<file path="config.mk">
export PLATFORM = sky130hd
export DESIGN_NAME = hilo_divider
export DESIGN_NICKNAME = d
export VERILOG_FILES = /design/src/rtl/hilo_divider.sv
export SDC_FILE = /design/constraint.sdc
export NUM_CORES = 1
export LEC_CHECK = 0
export ABC_AREA = 1
export ABC_CLOCK_PERIOD_IN_PS = 12200
export BUFFER_PORTS_ARGS = -buffer_cell sky130_fd_sc_hd__buf_2
export CAP_MARGIN = 25
export CORE_UTILIZATION = 55
export CTS_BUF_LIST = sky130_fd_sc_hd__clkbuf_8
export DETAILED_ROUTE_END_ITERATION = 8
export PLACE_DENSITY = 0.84
export SLEW_MARGIN = 20
export SYNTH_ARGS = -nofsm -noshare
export SYNTH_HDL_FRONTEND = slang
export SYNTH_SLANG_ARGS = --single-unit
</file>
<file path="constraint.sdc">
create_clock -name clk -period 12.2 [get_ports clk]
set_input_delay 2.44 -clock clk [delete_from_list [all_inputs] [get_ports clk]]
set_output_delay 2.44 -clock clk [all_outputs]
set_load 0.02 [all_outputs]
</file>
<file path="src/rtl/hilo_divider.sv">
// HI/LO register unit: captures multu results, services MTHI/MTLO/MF* and
// runs a fixed-latency restoring DIV/DIVU producing one quotient bit per cycle.
module hilo_divider #(
    parameter int WIDTH = 32,
    parameter int CNT_W = 6
) (
    input  logic             clk,
    input  logic             rst,
    input  logic             start,
    input  logic [1:0]       op,
    input  logic [WIDTH-1:0] a,
    input  logic [WIDTH-1:0] b,
    input  logic             hilo_we,
    input  logic [WIDTH-1:0] alu_lo,
    input  logic [WIDTH-1:0] alu_hi,
    input  logic             rd_sel,
    output logic [WIDTH-1:0] rd_data,
    output logic [WIDTH-1:0] hi,
    output logic [WIDTH-1:0] lo,
    output logic             busy,
    output logic             done,
    output logic             div_zero
);

    typedef enum logic [1:0] {
        ST_IDLE  = 2'd0,
        ST_DIV   = 2'd1,
        ST_FIXUP = 2'd2
    } state_t;

    localparam logic [1:0]       OP_DIVU = 2'd0;
    localparam logic [1:0]       OP_DIV  = 2'd1;
    localparam logic [1:0]       OP_MTHI = 2'd2;
    localparam logic [1:0]       OP_MTLO = 2'd3;
    localparam logic [CNT_W-1:0] CNT_LAST = CNT_W'(WIDTH - 1);

    state_t           state_q, state_d;
    logic [CNT_W-1:0] cnt_q, cnt_d;
    logic [WIDTH-1:0] quo_q, quo_d;
    logic [WIDTH-1:0] rem_q, rem_d;
    logic [WIDTH-1:0] dvs_q, dvs_d;
    logic [WIDTH-1:0] araw_q, araw_d;
    logic             qneg_q, qneg_d;
    logic             rneg_q, rneg_d;
    logic             zero_q, zero_d;
    logic [WIDTH-1:0] hi_q, hi_d;
    logic [WIDTH-1:0] lo_q, lo_d;
    logic             done_q, done_d;
    logic             div_zero_q, div_zero_d;

    logic [WIDTH-1:0] abs_a, abs_b;
    logic [WIDTH:0]   rem_shift;
    logic [WIDTH:0]   rem_sub;
    logic             rem_ge;
    logic             is_signed;

    // Magnitudes for DIV; the most negative value maps onto itself, which the
    // unsigned iteration then treats as 2^(WIDTH-1).
    assign abs_a     = a[WIDTH-1] ? (WIDTH'(0) - a) : a;
    assign abs_b     = b[WIDTH-1] ? (WIDTH'(0) - b) : b;
    assign is_signed = (op == OP_DIV);

    assign rem_shift = {rem_q, quo_q[WIDTH-1]};
    assign rem_sub   = rem_shift - {1'b0, dvs_q};
    assign rem_ge    = (rem_shift >= {1'b0, dvs_q});

    always_comb begin
        state_d    = state_q;
        cnt_d      = cnt_q;
        quo_d      = quo_q;
        rem_d      = rem_q;
        dvs_d      = dvs_q;
        araw_d     = araw_q;
        qneg_d     = qneg_q;
        rneg_d     = rneg_q;
        zero_d     = zero_q;
        hi_d       = hi_q;
        lo_d       = lo_q;
        done_d     = 1'b0;
        div_zero_d = div_zero_q;

        case (state_q)
            ST_IDLE: begin
                if (hilo_we) begin
                    hi_d = alu_hi;
                    lo_d = alu_lo;
                end
                if (start) begin
                    case (op)
                        OP_MTHI: hi_d = a;
                        OP_MTLO: lo_d = a;
                        default: begin
                            state_d    = ST_DIV;
                            cnt_d      = '0;
                            rem_d      = '0;
                            quo_d      = is_signed ? abs_a : a;
                            dvs_d      = is_signed ? abs_b : b;
                            qneg_d     = is_signed & (a[WIDTH-1] ^ b[WIDTH-1]);
                            rneg_d     = is_signed & a[WIDTH-1];
                            araw_d     = a;
                            zero_d     = (b == '0);
                            div_zero_d = 1'b0;
                        end
                    endcase
                end
            end
            ST_DIV: begin
                cnt_d = cnt_q + 1'b1;
                if (rem_ge) begin
                    rem_d = rem_sub[WIDTH-1:0];
                    quo_d = {quo_q[WIDTH-2:0], 1'b1};
                end else begin
                    rem_d = rem_shift[WIDTH-1:0];
                    quo_d = {quo_q[WIDTH-2:0], 1'b0};
                end
                if (cnt_q == CNT_LAST) begin
                    state_d = ST_FIXUP;
                end
            end
            ST_FIXUP: begin
                state_d = ST_IDLE;
                done_d  = 1'b1;
                // Divide-by-zero returns all-ones / original dividend, independent of sign.
                if (zero_q) begin
                    lo_d       = '1;
                    hi_d       = araw_q;
                    div_zero_d = 1'b1;
                end else begin
                    lo_d = qneg_q ? (WIDTH'(0) - quo_q) : quo_q;
                    hi_d = rneg_q ? (WIDTH'(0) - rem_q) : rem_q;
                end
            end
            default: state_d = ST_IDLE;
        endcase
    end

    always_ff @(posedge clk or posedge rst) begin
        if (rst) begin
            state_q    <= ST_IDLE;
            cnt_q      <= '0;
            quo_q      <= '0;
            rem_q      <= '0;
            dvs_q      <= '0;
            araw_q     <= '0;
            qneg_q     <= 1'b0;
            rneg_q     <= 1'b0;
            zero_q     <= 1'b0;
            hi_q       <= '0;
            lo_q       <= '0;
            done_q     <= 1'b0;
            div_zero_q <= 1'b0;
        end else begin
            state_q    <= state_d;
            cnt_q      <= cnt_d;
            quo_q      <= quo_d;
            rem_q      <= rem_d;
            dvs_q      <= dvs_d;
            araw_q     <= araw_d;
            qneg_q     <= qneg_d;
            rneg_q     <= rneg_d;
            zero_q     <= zero_d;
            hi_q       <= hi_d;
            lo_q       <= lo_d;
            done_q     <= done_d;
            div_zero_q <= div_zero_d;
        end
    end

    assign hi       = hi_q;
    assign lo       = lo_q;
    assign rd_data  = rd_sel ? hi_q : lo_q;
    assign busy     = (state_q != ST_IDLE);
    assign done     = done_q;
    assign div_zero = div_zero_q;

endmodule

</file>
==> reports/summary.txt <==
YOSYS
----------------------------------------------------------------------------------
Cell area after synthesis                                              16600 sq um
Number of unique standard cell types used by synthesis                          54
Number of warnings issued by yosys                                               0
Net count after synthesis                                                     2775
Post-synthesis area per instance                                        6.36 sq um
Post-synthesis sequential area ratio                                         31.0%
Number of instances in the synthesized netlist                                2602
Most area-hungry cell type in the Yosys netlist                            dfrtp_1
Fraction of post-synthesis cell area in the top cell type by area            31.0%
Number of storage elements in the synthesis netlist                            205
Cells taking the most area after synthesis                            dfrtp_1 (31%), nand2_1 (18%), inv_1 (7.5%), nand3_1 (7.0%), o21ai_0 (5.9%)

CLOCK TREE
----------------------------------------------------------------------------------
Count of instances resized after the clock tree is built                         0
Clk pin slew, worst setup/hold paths                                       0.05 ns
Clock tree from TritonCTS                                                     done
Worst-Skew Late Latency                                                    0.55 ns
# clock sinks                                                                  205
Root Driver                                                               clkbuf_8
Number of H-tree levels                                                          2
Buffer levels on the longest clock path                                          3
Number of setup buffers added after CTS                                          0
Hold buffer count at CTS                                                         0
Number of clock buffers inserted by TritonCTS                                   38

STA
----------------------------------------------------------------------------------
Worst slew margin relative to its limit                                      42.2%
Highest clock rate                                                       0.163 GHz
Fin Setup TNS                                                                 0 ns
Max Clock Skew                                                           0.0436 ns
Period Utilization, post-route                                               50.3%
Max-slew violation total from the final report                                   0
Final setup fails                                                                0
Setup repair after global routing missed its margin                          false
Final-report hold violation count                                                0
Crit path time final                                                       6.13 ns
Measured slew at the worst slew-check pin                                 0.864 ns

SETUP PATH
----------------------------------------------------------------------------------
CP max FO                                                                       51
Startpoint type of the worst setup path                                 input port
CP cell instances                                                     buf_2, mux2_2, buf_2
Source of the worst register-to-register timing path                  state_q[1]$_DFFE_PP0P_
Signal arrival time at the worst endpoint                                  3.69 ns
Crit-path max cell delay                                                   0.65 ns
Required arrival time at the worst endpoint                                9.76 ns
Cell type of the slowest stage on the worst timing path                      buf_2
Crit-path most repeated cell                                                 buf_2
Count of buffer and inverter cells on the critical path                          2
Dominant delay contributor by cell family on the critical path        buffers and inverters
Worst setup EP type                                                    output port
Origin of the worst setup path                                              rd_sel
Kind of critical path                                                 input port to output port

PLACED DESIGN
----------------------------------------------------------------------------------
Final estimated routing congestion in global placement                       0.992
PortBufs                                                                       233
Sum of net half-perimeters after detailed placement                       44800 um

DIE
----------------------------------------------------------------------------------
Die area                                                               30800 sq um
Die Y                                                                       175 um
Top-level I/O count                                                            234
Placeable Area                                                         29600 sq um
Effective utilization at floorplan                                           55.9%
DIE WIDTH                                                                   175 um
Floorplan row count                                                             63

POWER AND IR DROP
----------------------------------------------------------------------------------
Pwr per Cell Area                                                      291 nW/um^2
Overall power of the completed layout                                      5.43 mW
Static leakage                                                             9.70 nW
Highest ir drop seen on vdd                                             0.000129 V

ROUTE
----------------------------------------------------------------------------------
Total vias in the final route                                                18500
Drt initial violations                                                        1812
Remaining design rule violation count                                            0
Antenna viol nets, final                                                         0
Number of iterations in the first detailed-routing pass                          5
Via density                                                                   5.79
WL final                                                                  58400 um
Wire length per cell after detailed routing                                18.3 um

MIN PATH
----------------------------------------------------------------------------------
Worst min path class                                                  flip-flop to flip-flop
Worst hold start                                                      dvs_q[3]$_DFFE_PP0P_

CELLS AND AREA
----------------------------------------------------------------------------------
Share of final-layout standard cells stronger than drive strength 1          13.7%
Commonest non-fill, non-tap cell in the layout                             nand2_1
Fillers                                                                       2834
Commonest non-fill, non-tap cells in the layout                       nand2_1 (806), inv_1 (339), nand3_1 (233), buf_2 (233), dfrtp_1 (204)
Area growth from synthesis to layout                                         12.6%
Net count reported at finish                                                  2955
Util after Layout                                                            62.9%

GLOBAL ROUTING
----------------------------------------------------------------------------------
Overall global routing resource usage                                        37.6%
Number of antenna violations at the first check in global routing                3
Gr ovfl total                                                                    0
Maximum number of pins on one net before global-route repair                    94
Global-route wire length before repair                                    90900 um
Via count of the first global-routing pass                                   17000

STATUS
----------------------------------------------------------------------------------
Outcome                                                               finished clean

RUN
----------------------------------------------------------------------------------
Maximum capacitance violations                                                   0

-- layer usage --
metal | wire (um) | track usage (%)
met4 | 3200 | 19.9
met1 | 23700 | 48.8
met3 | 5090 | 5.56
met5 | 0 | 0
met2 | 26400 | 60.6
-- Yosys cell counts, drive strengths merged --
| library cell | n |
|---|---|
| buf | 41 |
| nor3 | 27 |
| nand3 | 238 |
| inv | 344 |
| dfrtp | 205 |
| o41ai | 1 |
| a211o | 1 |
| o2111ai | 7 |
| nand4 | 27 |
| nor4 | 5 |
| a211oi | 3 |
| o22ai | 25 |
| clkinv | 5 |
| and2 | 7 |
| nor2 | 210 |
| xnor2 | 20 |
| xor2 | 36 |
| a21oi | 115 |
| nand3b | 18 |
| mux2 | 13 |
| a2bb2oi | 1 |
| o21a | 1 |
| ha | 37 |
| nand2 | 817 |
| or2 | 3 |
| clkbuf | 74 |
| o21ai | 205 |
| a2111o | 1 |
| o31ai | 5 |
| o221ai | 16 |
| a21o | 2 |
| a41oi | 1 |
| a22o | 1 |
| o211ai | 21 |
| fa | 1 |
| o21bai | 8 |
| a31oi | 54 |
| a221oi | 6 |
-- logic make-up after synthesis --
group	after synthesis	share of synthesized area [%]
AND/OR/NAND/NOR	1352	34.8
AO/OA/AOI/OAI	474	16.4
buffers and inverters	464	11.0
flip-flops	205	31.0
XOR/XNOR	56	2.96
adder cells (fa/ha/maj)	38	2.92
multiplexers	13	0.884
-- per-stage QoR --
| stage | instances | cell area [sq um] | hold WS (ns) | worst slack (ns) |
|---|---|---|---|---|
| floorplan | 2602 | 16600 | 0.443 | 4.16 |
| global placement | 3131 | 17900 | 0.455 | 6.14 |
| detailed placement | 3132 | 17900 | 0.468 | 6.10 |
| CTS | 3194 | 18600 | 0.489 | 6.09 |
| global route | 3196 | 18600 | 0.505 | 5.99 |
| finish | 3196 | 18600 | 0.485 | 6.07 |
-- sequential cells by signal, indices dropped and copies added (netlist names) --
register and flops:
araw_q 32, div_zero 1, rneg_q 1, zero_q 1, quo_q 32, rem_q 32
qneg_q 1, done 1, state_q 2, cnt_q 6, hi 32, dvs_q 32
lo 32
-- final timing paths --
check                                    endpoint  slack, ns  cells past startpoint
setup / recovery                      rd_data[26]       6.07                      3
hold / removal               dvs_q[3]$_DFFE_PP0P_       0.49                      2
setup reg to reg            quo_q[27]$_DFFE_PP0P_       9.08                     10
hold reg to reg              dvs_q[3]$_DFFE_PP0P_       0.49                      2
max in group asynchronous  state_q[0]$_DFFE_PP0P_       8.93                      3
min in group asynchronous       lo[2]$_DFFE_PP0P_       2.00                      2
-- final cells by class --
cell class	count	area, sq um	area share [%]
Timing Repair Buffer	255	1340	7.21
Antenna cell	2	5.00	0.0269
Clock buffer	45	619	3.32
Clock inverter	17	126	0.678
Multi-Input combinational cell	1933	9610	51.5
Tap cell	390	488	2.62
Inverter	349	1320	7.07
Sequential cell	205	5130	27.5
-- worst min-delay path, delay by kind of cell (launching register included) --
kind / cells / cell delay, ns
AO/OA/AOI/OAI: 1 / 0.06
flip-flops: 1 / 0.34
AND/OR/NAND/NOR: 1 / 0.05
-- report_power, final --
part           internal, mW  switching [mW]
sequential             1.01           0.309
combinational          1.13            2.32
clock                 0.375           0.296
No activity file was read; power rests on OpenSTA's default activity.
